$ cat src/rtl/sensor_temp_acquire.sv
// Temperature sensor acquisition: SPI mode-0 frame capture, saturation to 0..63 degC
// and a 4-sample sliding average presented as a registered value with a one-cycle strobe.
module sensor_temp_acquire #(
    parameter int CLK_DIV       = 4,
    parameter int SAMPLE_PERIOD = 50000000
) (
    input  logic       clk,
    input  logic       rst,
    input  logic       enable,
    input  logic       start_req,
    input  logic       miso,
    output logic       sclk,
    output logic       cs_n,
    output logic [5:0] temp_value,
    output logic       temp_valid,
    output logic       sensor_fault,
    output logic       busy
);

    localparam int PER_W = $clog2(SAMPLE_PERIOD);

    typedef enum logic [1:0] {
        IDLE,
        CS_SETUP,
        SHIFT,
        PROCESS
    } state_t;

    state_t             state;
    logic [PER_W-1:0]   period_cnt;
    logic               trigger;
    logic [1:0]         miso_sync;
    logic [7:0]         div_cnt;
    logic               div_last;
    logic [4:0]         edge_cnt;
    logic [15:0]        shift_reg;
    logic               primed;
    logic [5:0]         win0;
    logic [5:0]         win1;
    logic [5:0]         win2;
    logic [5:0]         sample_sat;
    logic               frame_invalid;
    logic [7:0]         sum;

    assign trigger       = enable && (period_cnt == PER_W'(SAMPLE_PERIOD - 1));
    assign div_last      = (div_cnt == 8'(CLK_DIV - 1));
    assign frame_invalid = (shift_reg == 16'hFFFF);
    assign busy          = (state != IDLE);

    always_ff @(posedge clk or negedge rst) begin
        if (!rst) begin
            period_cnt <= '0;
        end else if (enable) begin
            if (period_cnt == PER_W'(SAMPLE_PERIOD - 1)) begin
                period_cnt <= '0;
            end else begin
                period_cnt <= period_cnt + 1'b1;
            end
        end
    end

    always_ff @(posedge clk or negedge rst) begin
        if (!rst) begin
            miso_sync <= 2'b00;
        end else begin
            miso_sync <= {miso_sync[0], miso};
        end
    end

    // Signed integer degrees from the frame's upper byte, clamped into 0..63.
    always_comb begin
        sample_sat = shift_reg[13:8];
        if (shift_reg[15]) begin
            sample_sat = 6'd0;
        end else if (shift_reg[14]) begin
            sample_sat = 6'd63;
        end
    end

    // win0..win2 hold the three previous samples; the new sample is the fourth entry.
    assign sum = {2'b00, sample_sat} + {2'b00, win0} + {2'b00, win1} + {2'b00, win2};

    always_ff @(posedge clk or negedge rst) begin
        if (!rst) begin
            state        <= IDLE;
            sclk         <= 1'b0;
            cs_n         <= 1'b1;
            div_cnt      <= 8'd0;
            edge_cnt     <= 5'd0;
            shift_reg    <= 16'd0;
            primed       <= 1'b0;
            win0         <= 6'd0;
            win1         <= 6'd0;
            win2         <= 6'd0;
            temp_value   <= 6'd0;
            temp_valid   <= 1'b0;
            sensor_fault <= 1'b0;
        end else begin
            temp_valid <= 1'b0;
            case (state)
                IDLE: begin
                    if (trigger || start_req) begin
                        state     <= CS_SETUP;
                        cs_n      <= 1'b0;
                        div_cnt   <= 8'd0;
                        shift_reg <= 16'd0;
                    end
                end
                CS_SETUP: begin
                    if (div_last) begin
                        state    <= SHIFT;
                        div_cnt  <= 8'd0;
                        edge_cnt <= 5'd0;
                    end else begin
                        div_cnt <= div_cnt + 8'd1;
                    end
                end
                SHIFT: begin
                    // Capture in the first cycle sclk is high, giving the synchroniser time to settle.
                    if (sclk && (div_cnt == 8'd0)) begin
                        shift_reg <= {shift_reg[14:0], miso_sync[1]};
                    end
                    if (div_last) begin
                        div_cnt <= 8'd0;
                        sclk    <= ~sclk;
                        if (edge_cnt == 5'd31) begin
                            sclk  <= 1'b0;
                            cs_n  <= 1'b1;
                            state <= PROCESS;
                        end else begin
                            edge_cnt <= edge_cnt + 5'd1;
                        end
                    end else begin
                        div_cnt <= div_cnt + 8'd1;
                    end
                end
                PROCESS: begin
                    state <= IDLE;
                    if (frame_invalid) begin
                        sensor_fault <= 1'b1;
                    end else begin
                        sensor_fault <= 1'b0;
                        temp_valid   <= 1'b1;
                        if (!primed) begin
                            primed     <= 1'b1;
                            win0       <= sample_sat;
                            win1       <= sample_sat;
                            win2       <= sample_sat;
                            temp_value <= sample_sat;
                        end else begin
                            win0       <= sample_sat;
                            win1       <= win0;
                            win2       <= win1;
                            temp_value <= sum[7:2];
                        end
                    end
                end
                default: state <= IDLE;
            endcase
        end
    end

endmodule

$ cat config.mk
export PLATFORM = sky130hd
export DESIGN_NAME = sensor_temp_acquire
export DESIGN_NICKNAME = d
export VERILOG_FILES = /design/src/rtl/sensor_temp_acquire.sv
export SDC_FILE = /design/constraint.sdc
export NUM_CORES = 1
export LEC_CHECK = 0
export ABC_AREA = 0
export CAP_MARGIN = 20
export CORE_ASPECT_RATIO = 1.1
export CORE_MARGIN = 2
export CORE_UTILIZATION = 55
export DETAILED_ROUTE_END_ITERATION = 12
export DONT_BUFFER_PORTS = 1
export PLACE_DENSITY = 0.82
export REMOVE_ABC_BUFFERS = 1
export SYNTH_ARGS = -nofsm -noshare
export SYNTH_HDL_FRONTEND = slang
export SYNTH_SLANG_ARGS = --single-unit
$ cat constraint.sdc
create_clock -name clk -period 2.7 [get_ports clk]
set_input_delay 0.54 -clock clk [delete_from_list [all_inputs] [get_ports clk]]
set_output_delay 0.54 -clock clk [all_outputs]
set_load 0.02 [all_outputs]
Word level (Yosys, flattened, before mapping)
Cells that the tools add are included.
{"block": "classes", "eq_ne": 13, "addsub": 6, "n_reduce_logical": 17, "mux": 29, "bitwise": 2}
{"operator": "$mux W16", "n": 2}
{"operator": "$pmux W16 S2", "n": 1}
{"operator": "$mux W6", "n": 5}
{"operator": "$add A26 B1 Y26 const B", "n": 1}
{"operator": "$eq A26 B26 Y1 const B", "n": 1}
{"operator": "$mux W26", "n": 1}
{"operator": "$eq A16 B16 Y1 const B", "n": 1}
{"operator": "$mux W8", "n": 2}
{"operator": "$pmux W8 S2", "n": 1}
{"operator": "$mux W5", "n": 3}
{"operator": "$ne A2 B2 Y1 const B", "n": 6}
{"operator": "$reduce_and A4 Y1", "n": 3}
{"operator": "$pmux W5 S2", "n": 1}
{"operator": "$add A7 B6 Y8", "n": 1}
{"operator": "$add A8 B1 Y8 const B", "n": 1}
{"operator": "$add A8 B6 Y8", "n": 1}
{"operator": "$eq A8 B2 Y1 const B", "n": 1}
{"operator": "$logic_not A8 Y1", "n": 1}
{"operator": "$mux W2", "n": 4}
{"operator": "$pmux W2 S4", "n": 1}
{"operator": "$reduce_bool A2 Y1", "n": 4}
{"operator": "$add A6 B6 Y7", "n": 1}
{"operator": "$mux W1", "n": 7}
{"operator": "$reduce_and A2 Y1", "n": 3}
{"operator": "other kinds (11)", "n": 14}
{"block": "word_totals", "inputBits": 5, "output_inout_bits": 11, "register_bits": 88, "wordCells": 82}

Depth between registers and ports, before layout
Gate-level depths: netlist of the first run.
{"block": "depth", "word_depth": 6, "ltp_mapped": 10, "mapped_depth_nobuf": 10}

Least setup slack after synthesis of the first run
No wires, ideal clock.
{"block": "synth_timing", "kind": "flip-flop to flip-flop", "startpoint": "reg win0[2]", "endpoint": "reg temp_value[3]", "setup_ns": 0.083, "stages_incl_launch_ff": 11, "synth_period_minus_slack_ns": 2.682, "t_arrival_ns": 2.599, "path_slack_ns": 0.018, "cell_sequence": "dfrtp_1 -> inv_1 -> fa_1 -> fa_1 -> inv_1 -> fa_1 -> a21o_1 -> a21oi_1 -> xnor2_1 -> a21oi_1 -> o21ai_0"}
{"block": "synth_between", "elab_chain_len": 4}
{"item": "from (decl)", "line": "38", "text": "logic [5:0] win0;"}
{"item": "from (signal assigned)", "line": "146", "text": "win0 <= sample_sat;"}
{"item": "from (signal assigned)", "line": "151", "text": "win0 <= sample_sat;"}
{"item": "$add A6 B6 Y7", "line": "81", "text": "assign sum = {2'b00, sample_sat} + {2'b00, win0} + {2'b00, win1} + {2'b00, win2};"}
{"item": "$add A7 B6 Y8", "line": "81"}
{"item": "$add A8 B6 Y8", "line": "81"}
{"item": "$mux W6", "line": "144", "text": "if (!primed) begin"}
{"item": "to (signal assigned)", "line": "149", "text": "temp_value <= sample_sat;"}
{"item": "to (signal assigned)", "line": "154", "text": "temp_value <= sum[7:2];"}
{"item": "to (decl)", "line": "14", "text": "output logic [5:0] temp_value,"}
No other way between the ends.
A chain may end at the register's enable or synchronous reset.

Worst setup path after layout of the first run
{"block": "layout_timing", "startpoint": "reg win0[3]", "endpoint": "reg temp_value[2]"}
Same word-level chain as after synthesis.

==> results_dict.tcl, run 1 <==
set metrics [dict create \
    via_count 3408 \
    worstPathMaxFanout 4 \
    io_pins 16 \
    outcome "finished, violations left" \
    setup_viol 3 \
    ff2ff_path_depth 11 \
    cts_buffer_depth 2 \
    cts_num_sinks 88 \
    cp_data_arrival_time_ns 3.04 \
    timing.rr.end "temp_value[2]$_DFFE_PN0P_" \
    yosysWarnings 0 \
    worstSetupStartpointType "register" \
    p_leak_nw 2.41 \
    period_share_pct 102 \
    die_x_um 91.9 \
    final_area_um2 5190 \
    detail-route-antenna-nets 0 \
    ir_worst_vdd_mv 0.442 \
    syn-mean-instance-area_um2 10.2 \
    place_congestion 0.851 \
    finalMaxSlewViolations 0 \
    grt_remaining_overflow 0 \
    crit_required_ns 2.98 \
    core_um2 8320 \
    h-tree-depth 3 \
    synth-edff-count 0 \
    ff2ff_setup_slack_ns -0.05 \
    num_rows 35 \
    slew_headroom_pct 46.1 \
    cts_tree "yes" \
    layout.cells.most_common "dfrtp_1" \
    synth_area_um2 4680 \
    drt_pass1_iterations 4 \
    grtUsageTotal_pct 21.1 \
    cts_root_buf "clkbuf_8" \
    timing.rr.start "win0[3]$_DFFE_PN0P_" \
    yosys_register_bits 88 \
    end_kind "register" \
    critPathCapture "temp_value[2]$_DFFE_PN0P_" \
    synth_cells 459 \
    crit_type "register to register" \
    powerDensity_nw_per_um2 866 \
    seq_area_frac_synth_pct 47.1 \
    via_per_inst 5.81 \
    synthDistinctLibCells 52 \
    initialDrtViolationCount 184 \
    antenna_found_initial 0 \
    grt_max_degree 88 \
    cts.clk_slew.worst_paths_ns 0.08 \
    drv_cap 0 \
    port_buffers 0 \
    synth_ff_type "dfrtp_1" \
    syn2layout_area_growth_pct 11.0 \
    cts_made_buffers 9 \
    dp_hpwl_um 6070 \
    largest_register_ffs 26 \
    grt_pass1_wl_um 15700 \
    totalWireLength_um 9400 \
    fin_nets 503 \
    hold_class "input port to async pin" \
    finalClockSkew_ns 0.00605 \
    fin_util_pct 62.4 \
    dieArea_um2 9260 \
    crit_start "win0[3]$_DFFE_PN0P_" \
    final_cell_mix "87 x dfrtp_1, 40 x nand2_1, 30 x nor2_1" \
    clk_latency_ns 0.36 \
    drc 0 \
    period_needed_ns 2.75 \
    grt_pass1_vias 3402 \
    layout-drive-gt1-share_pct 14.5 \
    setup_ws_ns -0.0515 \
    violations "setup timing" \
    fmax_ghz 0.363 \
    async_reset_ff_share_pct 100 \
    power_mw 4.50 \
    drt-wirelength-per-cell_um 16.0 \
    die_h_um 101 \
    worstMarginPinSlew_ns 0.809 \
    start_util_pct 56.2 \
    rsz0062_at_grt "yes" \
    finalHoldViolCount 0 \
    placed_cell_area_um2 4840 \
]
-- cell usage after synthesis, drive strengths merged (2+ instances only) --
library cell  count  share of area [%]
and3              9                1.2
a21oi            19                2.0
fa               12                5.1
nor3              8               0.86
nor4              2               0.40
nor2b             4               0.53
xnor2            10                1.9
mux2              4               0.96
nor2             30                2.4
clkbuf           18                1.5
dfrtp            87                 47
a221o             2               0.43
mux2i             3               0.64
o21ai            23                2.5
o22ai             4               0.53
a22o             27                5.1
nand3            11                1.2
or4               2               0.32
ha               14                3.7
nand4            14                1.9
inv              33                2.6
a21o              5               0.80
o21bai            6               0.96
nor3b             7                1.1
or2               3               0.40
buf               5               0.80
and4              5               0.99
a211oi            6               0.96
a31oi             4               0.53
nand2b            7               0.94
o31a              2               0.37
xor2             17                3.2
nand2            40                3.2
nand4b            3               0.56
-- per-layer routing --
metal / global-route usage, % / share of wire [%]
met4: 6.66 / 0.85
met2: 35.3 / 51
met1: 27.5 / 44
met3: 4.79 / 3.9
met5: 0 / 0
-- per-stage QoR --
step | hold slack (ns) | worst slack, ns | setup TNS (ns) | std cells
6_report | 0.0725 | -0.0515 | -0.113 | 587
5_1_grt | 0.0902 | -0.185 | -0.529 | 586
4_1_cts | 0.0123 | 0.00420 | 0 | 579
3_5_place_dp | 0.246 | -0.120 | -0.441 | 563
3_3_place_gp | 0.246 | -0.0365 | -0.0763 | 563
2_1_floorplan | 0.244 | -2.58 | -50.69 | 436
-- logic make-up (layout without fill, tap and decap cells) --
logic type      after synthesis  after routing  synth area share [%]
mux                           7              7                  1.60
flops                        88             88                  47.1
fa+ha+maj                    26             26                  8.88
compound gates              105            105                  15.6
buf+inv                      56             72                  4.92
simple gates                150            150                  16.9
other cells                   0              1                     0
xor+xnor                     27             27                  5.05
-- repair_timing --
item	4_1_cts	5_1_grt
resized for setup	9	15
setup endpoints to repair	4	4
buffers inserted	1	6
pin swaps	5	14
endpoints found under the hold margin	87	1
gates cloned	0	0
hold buffers	1	1
-- report_power, final --
part / total [mW] / internal, mW / switching (mW)
Clock: 0.984 / 0.533 / 0.451
Sequential: 1.81 / 1.54 / 0.266
Combinational: 1.71 / 0.723 / 0.984
Total: 4.50 / 2.80 / 1.70
-- layout make-up --
| type | instances | area [µm²] |
|---|---|---|
| clock inverters | 4 | 70.1 |
| diodes | 1 | 2.50 |
| flip-flops and latches | 88 | 2200 |
| repair buffers | 25 | 210 |
| multi-input cells | 315 | 2310 |
| inverters | 33 | 124 |
| fillers | 641 | 3130 |
| clock buffers | 10 | 138 |
| well taps | 111 | 139 |
-- worst min path at each step --
stage,startpoint,end,slack [ns],depth (start not counted)
after global placement,rst,temp_value[1]$_DFFE_PN0P_,0.25,0
after global routing,rst,win2[0]$_DFFE_PN0P_,0.09,1
after floorplan,rst,div_cnt[0]$_DFFE_PN0P_,0.24,0
after CTS,rst,cs_n$_DFFE_PN1P_,0.01,0
after detailed placement,rst,win1[0]$_DFFE_PN0P_,0.25,0
final,rst,temp_value[2]$_DFFE_PN0P_,0.07,1
-- worst max-delay path, stage by stage (launching register included) --
cell      delay, ns
dfrtp_1        0.38
inv_1          0.08
fa_1           0.49
fa_1           0.51
inv_2          0.05
ha_4           0.27
nand4b_1       0.12
o21ai_2        0.21
buf_4          0.15
xor2_2         0.15
a21oi_1        0.09
o21ai_1        0.17
Note: power is estimated with default switching activity, not from simulation.
==> run 2, diff against run 1 <==
--- a/config.mk
+++ b/config.mk
@@ -13,6 +13,7 @@
 export DETAILED_ROUTE_END_ITERATION = 12
 export DONT_BUFFER_PORTS = 1
 export PLACE_DENSITY = 0.82
+export RECOVER_POWER = 100
 export REMOVE_ABC_BUFFERS = 1
 export SYNTH_ARGS = -nofsm -noshare
 export SYNTH_HDL_FRONTEND = slang
==> run 2 against run 1 <==
  * The flow finishes with violations (capacitance limit, slew limit, setup timing)
  * Count of clock-buffer cells in the layout unchanged
  * Global-route usage unchanged
  * Clock power down 0.8%
  * Sequential power about the same
  * Clock skew up 0.0023 ns
  * Power down 0.41%
  * Non-clock buffer count unchanged
  * Flip-flop and latch count unchanged
  * Routed wire length down 0.33%
  * Worst hold slack better by 0.14 ns
  * Combinational power about the same
  * Die area unchanged
  * Critical path type unchanged
  * Critical endpoint unchanged
==> results_dict.tcl, run 2 (synthesized netlist as in run 1, its figures left out) <==
set metrics [dict create \
    crit_type "register to register" \
    final_cell_mix "87 x dfrtp_1, 40 x nand2_1, 30 x nor2_1" \
    grt_max_degree 88 \
    totalWireLength_um 9370 \
    largest_register_ffs 26 \
    powerDensity_nw_per_um2 868 \
    initialDrtViolationCount 196 \
    port_buffers 0 \
    p_leak_nw 2.40 \
    hold_depth 0 \
    timing.rr.start "win0[3]$_DFFE_PN0P_" \
    layout-drive-gt1-share_pct 13.9 \
    cts_num_sinks 88 \
    die_x_um 91.9 \
    clk_latency_ns 0.35 \
    cts_root_buf "clkbuf_8" \
    crit_top_cell "fa_1" \
    worstSetupStartpointType "register" \
    detail-route-antenna-nets 0 \
    pre_cts_ws_ns -0.120 \
    path_cells "inv_1, fa_1, fa_1, inv_2, ha_4, nand4b_1, o21ai_2, buf_4, xor2_2, a21oi_1, o21ai_1" \
    setup_ws_ns -0.0491 \
    power_mw 4.48 \
    cts.clk_slew.worst_paths_ns 0.08 \
    drt_pass1_iterations 4 \
    start_util_pct 56.2 \
    drv_cap 1 \
    ff2ff_setup_slack_ns -0.05 \
    drt-wirelength-per-cell_um 16.0 \
    critPathTopFamily "adder cells" \
    layout.cells.most_common "dfrtp_1" \
    grtUsageTotal_pct 21.1 \
    h-tree-depth 3 \
    hold_class "input port to register" \
    ir_worst_vdd_mv 0.441 \
    timing.rr.end "temp_value[2]$_DFFE_PN0P_" \
    fmax_ghz 0.364 \
    period_needed_ns 2.75 \
    via_per_inst 5.87 \
    min_from "miso" \
    die_h_um 101 \
    drc 0 \
    worstMarginPinSlew_ns 2.12 \
    finalMaxSlewViolations 88 \
    io_pins 16 \
    crit_required_ns 2.98 \
    n_antenna_cell 0 \
    outcome "finished, violations left" \
    period_share_pct 102 \
    holdPathEnd "miso_sync[0]$_DFF_PN0_" \
    via_count 3442 \
    grt_remaining_overflow 0 \
    final_area_um2 5160 \
    cp_num_buf_inv 3 \
    num_rows 35 \
    violations "capacitance limit, slew limit, setup timing" \
    cts_buffer_depth 2 \
    setup_viol 3 \
    ff2ff_path_depth 11 \
    slowest_stage "fa_1" \
    worstPathMaxFanout 4 \
    core_um2 8320 \
    finalClockSkew_ns 0.00836 \
    cts_made_buffers 9 \
    rsz0062_at_grt "yes" \
    cts_tree "yes" \
    crit_path_max_incr_delay_ns 0.51 \
    dieArea_um2 9260 \
    fin_nets 503 \
    antenna_found_initial 0 \
    cp_data_arrival_time_ns 3.03 \
    placed_cell_area_um2 4840 \
    slew_headroom_pct -41.3 \
    dp_hpwl_um 6070 \
    grt_pass1_wl_um 15700 \
    syn2layout_area_growth_pct 10.2 \
    finalHoldViolCount 0 \
    grt_pass1_vias 3402 \
    place_congestion 0.851 \
    end_kind "register" \
]
-- run 2: changes by cell type in the layout (fill, tap and decap cells not counted) --
cell / change
and4_1: +1
and4_4: -1
buf_16: -1
clkbuf_2: +1
dfstp_1: +1
dfstp_2: -1
diode_2: -1
o41ai_1: +1
o41ai_2: -1
-- run 2: power breakdown --
group,internal [mW],switching [mW],total [mW]
sequential,1.54,0.264,1.80
clock,0.533,0.442,0.976
combinational,0.715,0.983,1.70
-- run 2: what timing repair did --
action / CTS / global route
setup buffers: 1 / 6
hold buffers: 1 / 1
pin swaps: 5 / 14
gates resized for setup: 9 / 15
endpoints found under the setup margin: 4 / 4
endpoints found under the hold margin: 87 / 1
-- run 2: area by class of cell --
class,instances,area [µm²]
clock buffers,10,138
clock inverters,4,70.1
fillers,648,3160
inverters,33,124
multi-input cells,315,2300
flip-flops and latches,88,2200
well taps,111,139
repair buffers,25,188
-- run 2: how the worst max path moves through the flow --
stage                                          from                   endpoint  depth (start not counted)
after floorplan           shift_reg[14]$_DFFE_PN0P_  temp_value[4]$_DFFE_PN0P_                          5
after global placement          win1[2]$_DFFE_PN0P_  temp_value[3]$_DFFE_PN0P_                         10
after detailed placement        win1[2]$_DFFE_PN0P_  temp_value[3]$_DFFE_PN0P_                         10
after CTS                       win0[2]$_DFFE_PN0P_  temp_value[3]$_DFFE_PN0P_                         10
after global routing            win0[3]$_DFFE_PN0P_  temp_value[2]$_DFFE_PN0P_                         11
final                           win0[3]$_DFFE_PN0P_  temp_value[2]$_DFFE_PN0P_                         11
-- run 2: metal layers --
metal  up-vias  wire [µm]  global-route usage [%]
li1       1646          -                       -
met1      1718       4110                    27.5
met2        67       4770                    35.3
met3        11        368                    4.79
met4         0        120                    6.66
met5         -          0                       0
-- run 2: stage by stage --
step	utilization (%)	cells	TNS, ns	hold slack (ns)
after detailed placement	58.2	563	-0.441	0.246
after global placement	58.2	563	-0.0763	0.246
after floorplan	-	436	-50.69	0.244
after global routing	62.0	586	-0.529	0.177
after CTS	61.5	579	0	0.0123
final	62.0	586	-0.105	0.213
==> run 3, diff against run 2 <==
--- a/config.mk
+++ b/config.mk
@@ -7,12 +7,14 @@
 export LEC_CHECK = 0
 export ABC_AREA = 0
 export CAP_MARGIN = 20
+export CELL_PAD_IN_SITES_DETAIL_PLACEMENT = 1
+export CELL_PAD_IN_SITES_GLOBAL_PLACEMENT = 1
 export CORE_ASPECT_RATIO = 1.1
 export CORE_MARGIN = 2
-export CORE_UTILIZATION = 55
+export CORE_UTILIZATION = 46
 export DETAILED_ROUTE_END_ITERATION = 12
 export DONT_BUFFER_PORTS = 1
-export PLACE_DENSITY = 0.82
+export PLACE_DENSITY = 0.85
 export RECOVER_POWER = 100
 export REMOVE_ABC_BUFFERS = 1
 export SYNTH_ARGS = -nofsm -noshare
==> run 3 against run 2 <==
  * Critical path type unchanged
  * Critical path depth down 1
  * Sequential power hardly changed
  * Combinational power increased by 6%
  * The run still ends with capacitance limit, slew limit, setup timing left
  * Global-route usage shrank 1.1 points
  * Largest power group is now combinational logic
  * Critical endpoint is now temp_value[3]$_DFFE_PN0P_
==> results_dict.tcl, run 3 (synthesized netlist as in run 1, its figures left out) <==
set metrics [dict create \
    setup_viol 2 \
    ir_worst_vdd_mv 0.432 \
    timing.rr.start "win1[1]$_DFFE_PN0P_" \
    via_per_inst 5.75 \
    fmax_ghz 0.363 \
    grt_pass1_wl_um 17300 \
    placed_cell_area_um2 4870 \
    layout-drive-gt1-share_pct 14.6 \
    num_rows 38 \
    antenna_found_initial 0 \
    switchingPower_mw 1.77 \
    pwr-share-clk_pct 21.4 \
    place_congestion 0.796 \
    dp.cells 575 \
    finalClockSkew_ns 0.00840 \
    dr_wl_met2_um 5290 \
    h-tree-depth 3 \
    drv_cap 1 \
    rsz0062_at_grt "yes" \
    crit_path_max_incr_delay_ns 0.56 \
    die_x_um 100 \
    fin_nets 505 \
    cp_num_buf_inv 1 \
    min_from "miso" \
    finalHoldViolCount 0 \
    period_share_pct 102 \
    totalWireLength_um 10100 \
    dp_hpwl_um 6890 \
    critPathTopFamily "adder cells" \
    grt_max_degree 88 \
    crit_top_cell "fa_2" \
    end_kind "register" \
    crit_type "register to register" \
    drt-wirelength-per-cell_um 16.8 \
    grtUsageTotal_pct 19.9 \
    cp_data_arrival_time_ns 3.03 \
    hold_class "input port to register" \
    crit_start "win1[1]$_DFFE_PN0P_" \
    powerDensity_nw_per_um2 881 \
    syn2layout_area_growth_pct 11.3 \
    violations "capacitance limit, slew limit, setup timing" \
    worstSetupStartpointType "register" \
    p_int_mw 2.82 \
    power_frac_seq_pct 39.2 \
    slowest_stage "fa_1" \
    grt_pass1_vias 3654 \
    final_cell_mix "87 x dfrtp_1, 40 x nand2_1, 29 x nor2_1" \
    die_h_um 110 \
    drc 0 \
    wl_met3_um 215 \
    pwr-share-comb_pct 39.3 \
    core_um2 9890 \
    p_leak_nw 2.41 \
    cts_root_buf "clkbuf_8" \
    pre_cts_ws_ns -0.268 \
    layout.cells.most_common "dfrtp_1" \
    p_sw_share_pct 38.5 \
    largest_register_ffs 26 \
    path_cells "inv_2, fa_2, fa_1, nor3b_2, fa_2, a21o_1, a21oi_2, xnor2_1, a21oi_1, o21ai_1" \
    cts_buffer_depth 2 \
    port_buffers 0 \
    clk_latency_ns 0.36 \
    dieArea_um2 11000 \
    setup_ws_ns -0.0519 \
    n_antenna_cell 0 \
    finalMaxSlewViolations 88 \
    fin_cells 599 \
    io_pins 16 \
    period_needed_ns 2.75 \
    nFillCells 1097 \
    cts_made_buffers 9 \
    worstMarginPinSlew_ns 2.17 \
    final_area_um2 5210 \
    crit_required_ns 2.98 \
    drt_pass1_iterations 4 \
    grt_remaining_overflow 0 \
    outcome "finished, violations left" \
    routed.top_layer "met4" \
    initialDrtViolationCount 143 \
    worstPathMaxFanout 2 \
    cts_num_sinks 88 \
    start_util_pct 47.3 \
    met1_length_um 4470 \
    power_mw 4.59 \
    detail-route-antenna-nets 0 \
    cts.clk_slew.worst_paths_ns 0.08 \
    slew_headroom_pct -44.9 \
    cts_tree "yes" \
    via_count 3447 \
]
[run 3: cell types whose count changed in the layout (fill, tap and decap cells not counted), sizes merged]
cell / before / now
clkbuf: 11 / 16
clkinv: 2 / 1
bufinv: 2 / 1
inv: 33 / 34
[run 3: repair_timing]
| action | CTS | global route |
|---|---|---|
| cloned | 0 | 0 |
| hold buffers | 1 | 1 |
| endpoints found under the setup margin | 4 | 21 |
| hold endpoints to repair | 87 | 1 |
| resized for setup | 12 | 17 |
| setup buffers | 2 | 4 |
| pin swaps | 15 | 17 |
[run 3: routing by layer]
| metal | vias up | global-route usage (%) |
|---|---|---|
| li1 | 1640 | - |
| met1 | 1768 | 24.8 |
| met2 | 26 | 35.6 |
| met3 | 13 | 3.88 |
| met4 | 0 | 5.28 |
| met5 | - | 0 |
[run 3: through the flow]
stage | utilization (%) | hold slack, ns | setup TNS, ns
after floorplan | - | 0.244 | -50.69
after global placement | 49.3 | 0.246 | -0.102
after detailed placement | 49.3 | 0.246 | -0.720
after CTS | 52.3 | 0.00356 | -0.0872
after global routing | 52.7 | 0.179 | -1.51
final | 52.7 | 0.208 | -0.0537
[run 3: cell type report]
class                   instances  area (µm²)  share of cell area, %
multi-input cells             315        2320                   44.5
flip-flops and latches         88        2200                   42.3
clock inverters                 3        47.5                  0.913
repair buffers                 27         195                   3.75
clock buffers                  13         169                   3.24
well taps                     120         150                   2.88
inverters                      33         124                   2.38
[run 3: power groups by stage]
stage,Combinational [mW],Clock [mW],Sequential [mW]
finish,1.81,0.984,1.80
global placement,1.49,0,1.81
CTS,1.74,1.02,1.80
global route,2.04,1.07,1.84
detailed placement,1.60,0,1.82
floorplan,1.13,0,1.77
[run 3: worst register-to-register path: stages, from the launching register on]
cell	delay [ns]
dfrtp_1	0.39
inv_2	0.07
fa_2	0.44
fa_1	0.56
nor3b_2	0.07
fa_2	0.37
a21o_1	0.18
a21oi_2	0.18
xnor2_1	0.14
a21oi_1	0.10
o21ai_1	0.17
[run 3: path summary, 6_finish.rpt]
path	depth (start not counted)	slack, ns	end
hold / removal	0	0.21	miso_sync[0]$_DFF_PN0_
max in group asynchronous	1	0.63	period_cnt[11]$_DFFE_PN0P_
min in group asynchronous	1	0.63	cs_n$_DFFE_PN1P_
setup reg to reg	10	-0.05	temp_value[3]$_DFFE_PN0P_
setup / recovery	10	-0.05	temp_value[3]$_DFFE_PN0P_
hold reg to reg	0	0.36	miso_sync[1]$_DFF_PN0_
==> edit 1 (settings of run 2) <==
Set the parameter `SAMPLE_PERIOD` to 12500000 (it was 50000000).
--- a/src/rtl/sensor_temp_acquire.sv
+++ b/src/rtl/sensor_temp_acquire.sv
@@ -4,3 +4,3 @@
     parameter int CLK_DIV       = 4,
-    parameter int SAMPLE_PERIOD = 50000000
+    parameter int SAMPLE_PERIOD = 12500000
 ) (
Behaviour: same outputs for any inputs over 10 cycles, from zero or initial values and one cycle with rst low; that may be too few to reach the edited logic, so the function may still have changed.
==> edit 1 against run 2 <==
  * The flow finishes with violations (max-capacitance violations, max-slew violations)
  * Worst hold slack improved by 0.0032 ns
  * Sequential share of layout area decreased by 0.89 points
  * Final cell count increased by 1.9%
  * Routed wire length rose by 0.82%
  * Critical path depth is 1 lower
  * Area after synthesis about the same
  * Die area barely moved
  * Sequential cell count is 2 lower
  * Power is 9.1% higher
  * Final area shrank 0.19%
  * Clock skew increased by 0.00056 ns
  * Worst setup slack gained 0.057 ns
  * Critical endpoint is now temp_value[5]
==> edit 1: results (changes against run 2) <==
status - finished with violations
violated checks - max-capacitance violations, max-slew violations
Clock buf/inv share - 5.080% (+1.1 points)
Layout non-clock buf frac - 3.281% (-0.36 points)
Met2 Wirelength - 4877 um (+2.2%)
met1 Usage GRT - 27.76% (+0.23 points)
footprint of the flip-flops and latches - 0.002153 mm2 (-2.3%)
Clk Latency, worst-skew pair - 0.35 ns (about the same)
largest net degree at the start of global routing - 86 (-2.3%)
area of placed instances - 0.004841 mm2 (about the same)
Worst Path Arrival - 2.91 ns (-0.12 ns)
FFs & Latches - 86 (-2.3%)
share of post-route cells with drive strength above 1 - 13.58% (-0.31 points)
Final GP Congestion - 0.8597 (+0.97%)
Distinct cells, synth - 61 (+17%)
share of synthesized area spent on multiplexers - 0.9098% (-0.69 points)
delay contributed by the slowest stage of the critical path - 0.53 ns (+0.02 ns)
worst slack after detailed placement - -0.1464 ns (-0.02630 ns)
number of global-route vias before repair - 3395 (-0.21%)
net count of the finished layout - 512 (+1.8%)
fraction of met2 tracks used by global routing - 36.76% (+1.5 points)
Max FO, Critical Path - 2 (-2)
Switching Fraction - 37.76% (about the same)
WL final - 9449 um (+0.82%)
met3 usage - 2.992% (-1.8 points)
arithmetic-cell share of the synthesized area counting full adders, half adders and majority gates - 8.884% (about the same)
number of max-cap violations - 1 (unchanged)
global-route total usage across every layer - 21.45% (+0.38 points)
final worst clock skew - 0.008923 ns (+0.0005645 ns)
top area cells in the synthesized netlist - dfrtp_1 45%, fa_1 5.1%, a22o_1 3.7%
first-pass GRT wire length - 15770 um (+0.18%)
area fraction in compound gates after synthesis - 17.15% (+1.6 points)
flip-flop count of the largest register after layout - 24 (-7.7%)
number of ordinary inverters in the final layout - 36 (+9.1%)
Routed met3 length - 193 um (-48%)
area share of xor/xnor cells in the synthesized design - 4.308% (-0.75 points)
leading post-synthesis cells by instance count - 85 x dfrtp_1, 42 x nand2_1, 34 x inv_1, 32 x nor2_1, 30 x o21ai_0
IR drop worst, VDD - 0.0005215 V (+18%)
Buffers, non-clock - 24 (-4.0%)
max-slew violation count - 86 (-2.3%)
wl on met1 - 4201 um (+2.1%)
multi-input combinational gate total - 324 (+2.9%)
headroom to the max-slew limit - -38.32% (+3.0 points)
Seq/Total Area, Yosys - 46.05% (-1.0 points)
leakage power - 2.359 nW (-1.9%)
Reg-to-Reg Start - win0[1]
die width - 91.91 um (about the same)
average size of a mapped cell - 9.991 um2 (-2.0%)
placed cell count - 573 (+1.8%)
area of the multi-input gates - 0.002290 mm2 (-0.27%)
number of vias per cell after detailed routing - 5.796 (-1.3%)
H-tree levels - 3 (unchanged)
Detailed Route Iter0 Violations - 148 (-24%)
hpwl dp - 6356 um (+4.8%)
Via Count - 3460 (+0.52%)
fill cell instance count of the final layout - 676 (+4.3%)
edit 1: power groups by stage:
stage / Clock (mW) / Sequential [mW] / Combinational (mW)
2_1_floorplan: 0 / 1.78 / 1.31
3_3_place_gp: 0 / 1.83 / 1.64
3_5_place_dp: 0 / 1.84 / 1.72
4_1_cts: 1.18 / 1.82 / 1.83
5_1_grt: 1.24 / 1.86 / 2.13
6_report: 1.16 / 1.82 / 1.90
edit 1: path summary, 6_finish.rpt:
check	endpoint	slack, ns	depth (start not counted)
max	temp_value[5]	0.008	10
min reg2reg	miso_sync[1]	0.36	0
min	miso_sync[0]	0.22	0
max reg2reg	temp_value[5]	0.008	10
min in group asynchronous	cs_n	0.59	1
max in group asynchronous	miso_sync[0]	0.71	1
edit 1: repair_timing:
action	in CTS	in global routing
pin swaps	3	17
gates resized for setup	9	9
hold buffers	1	1
buffers inserted	0	6
endpoints found under the hold margin	85	1
setup endpoints to repair	4	5
==> edit 2 (flow settings as in run 2) <==
Made on the original files. Reset style: synchronous (`rst`), changed in 3 clocked blocks.
--- a/src/rtl/sensor_temp_acquire.sv
+++ b/src/rtl/sensor_temp_acquire.sv
@@ -49,3 +49,3 @@
 
-    always_ff @(posedge clk or negedge rst) begin
+    always_ff @(posedge clk) begin
         if (!rst) begin
@@ -61,3 +61,3 @@
 
-    always_ff @(posedge clk or negedge rst) begin
+    always_ff @(posedge clk) begin
         if (!rst) begin
@@ -82,3 +82,3 @@
 
-    always_ff @(posedge clk or negedge rst) begin
+    always_ff @(posedge clk) begin
         if (!rst) begin
Behaviour: differs if rst is asserted again (counterexample within 4 cycles, from zero or initial values and one cycle with rst low); with rst held inactive, the same outputs for 10 cycles.
==> edit 2 against run 2 <==
  * The run ends with negative setup slack left
  * Global-route usage up 1.4 points
  * Final area down 4.5%
  * Sequential cell count unchanged
  * Area after synthesis is 6.4% lower
  * Non-clock buffer count fell by 4
  * Worst setup slack lost 0.022 ns
  * Routed wire length is 0.29% lower
  * First-iteration DRC count up 2.6%
  * Maximum frequency down 0.78%
  * Critical path type unchanged
Power is not compared: it rests on default switching activity, and its combinational part moved more than twofold at a synthesized area within 25%.
==> edit 2: results (changes against run 2) <==
delay contributed by the slowest stage of the critical path - 0.49 ns (-0.02 ns)
Detailed Route Iter0 Violations - 201 (+2.6%)
Final GP Congestion - 0.7979 (-6.3%)
average size of a mapped cell - 8.942 um2 (-12%)
Worst Path Arrival - 3.01 ns (-0.02 ns)
fill cell instance count of the final layout - 654 (+0.93%)
global-route total usage across every layer - 22.48% (+1.4 points)
largest net degree at the start of global routing - 39 (-56%)
share of async-settable or async-resettable flops after synthesis - 0% (-100 points)
classification of the worst-slack hold path - primary input to flip-flop
maximum count of clock buffers along a single path - 2 (unchanged)
leading post-synthesis cells by instance count - 88 x dfxtp_1, 75 x nor2_1, 35 x inv_1, 27 x nand2_1, 25 x a211oi_1
number of CTS-inserted buffers - 9 (unchanged)
share of synthesized area spent on multiplexers - 0.9138% (-0.69 points)
final sum of negative setup slack - -0.1152 ns (-0.01023 ns)
final worst clock skew - 0.01164 ns (+0.003278 ns)
IR drop worst, VDD - 0.0003535 V
first-pass GRT wire length - 15880 um (+0.83%)
antenna diode instance count - 0 (unchanged)
fin worst setup slack - -0.07066 ns (-0.02159 ns)
flip-flop count of the largest register after layout - 26 (unchanged)
Seq/Total Area, Yosys - 40.21% (-6.9 points)
arithmetic-cell share of the synthesized area counting full adders, half adders and majority gates - 9.480% (+0.60 points)
net count of the finished layout - 533 (+6.0%)
status - finished with violations
cell depth of the worst flop-to-flop path - 12 (+1)
final count of negative-setup-slack endpoints - 3 (unchanged)
internal power component - 2.069 mW
share of post-route cells with drive strength above 1 - 15.38% (+1.5 points)
placed cell count - 598 (+6.2%)
headroom to the max-slew limit - 41.38% (+83 points)
top area cells in the synthesized netlist - dfxtp_1 40%, nor2_1 6.4%, fa_1 5.5%
Distinct cells, synth - 54 (+3.8%)
flip-flop cell with the highest count after synthesis - dfxtp_1
area share of xor/xnor cells in the synthesized design - 5.797% (+0.74 points)
routed len/inst - 15.20 um (-5.0%)
area fraction in compound gates after synthesis - 17.70% (+2.1 points)
area of placed instances - 0.004586 mm2 (-5.2%)
Cell Count, Final, Fillers Out - 615 (+4.9%)
hpwl dp - 6095 um (+0.44%)
Max FO, Critical Path - 2 (-2)
Via Count - 3532 (+2.6%)
leakage power - 1.835 nW
initial antenna violation count - 1 (+1)
clock tree root driver cell - clkbuf_8
cell depth of the worst hold path - 1 (+1)
Pre-Repair DR Iteration Count - 5 (+1)
violated checks - negative setup slack
part of the power in combinational logic - 24.9%
==> edit 2: cell count changes after synthesis, moves of 8 or more <==
cell and change:
a211oi_1 +19, a22o_1 -9, dfrtp_1 -87, dfxtp_1 +88, nand2_1 -13, nor2_1 +45
o21ai_0 -8
==> edit 2: metrics by stage <==
| stage | worst slack [ns] | hold WS (ns) |
|---|---|---|
| after floorplan | -1.384 | 0.4118 |
| after global placement | -0.1131 | 0.4161 |
| after detailed placement | -0.2051 | 0.4231 |
| after CTS | -0.03564 | 0.2539 |
| after global routing | -0.1801 | 0.2824 |
| final | -0.07066 | 0.2816 |
==> edit 2: worst paths after layout <==
| path | slack [ns] | to | start |
|---|---|---|---|
| max | -0.07 | temp_value[5] | win2[1] |
| min | 0.28 | cs_n | rst |
| max reg2reg | -0.07 | temp_value[5] | win2[1] |
| min reg2reg | 0.44 | miso_sync[1] | miso_sync[0] |
==> edit 2: power groups by stage <==
stage | registers, mW | clock network [mW] | logic [mW]
after floorplan | 1.47 | 0 | 0.525
after global placement | 1.48 | 0 | 0.685
after detailed placement | 1.49 | 0 | 0.708
after CTS | 1.46 | 0.884 | 0.749
after global routing | 1.47 | 0.942 | 0.851
final | 1.46 | 0.874 | 0.773
==> edit 2: cell families after synthesis <==
logic type,Yosys count
buffers and inverters,55
AND/OR/NAND/NOR,178
AO/OA/AOI/OAI,110
XOR/XNOR,29
adder cells (fa/ha/maj),26
multiplexers,4
flip-flops,88
==> edit 2: final cells by class <==
class	count	area, um2	share of cell area [%]
Sequential cell	88	1772	35.96
Clock buffer	12	165.2	3.352
Tap cell	108	135.1	2.743
Inverter	35	131.4	2.666
Clock inverter	4	27.53	0.5587
Multi-Input combinational cell	347	2534	51.42
Timing Repair Buffer	21	162.7	3.301
==> edit 2: routing by layer <==
layer / share of wire (%) / track usage (%)
met4: 2.4 / 6.889
met3: 4.0 / 5.013
met5: 0.14 / 0
met2: 50 / 38.29
met1: 43 / 27.80
==> edit 2: what timing repair did <==
action	4_1_cts	5_1_grt
pin swaps	12	19
resized for setup	26	18
endpoints found under the setup margin	5	5
hold buffers	0	0
buffers inserted	0	1
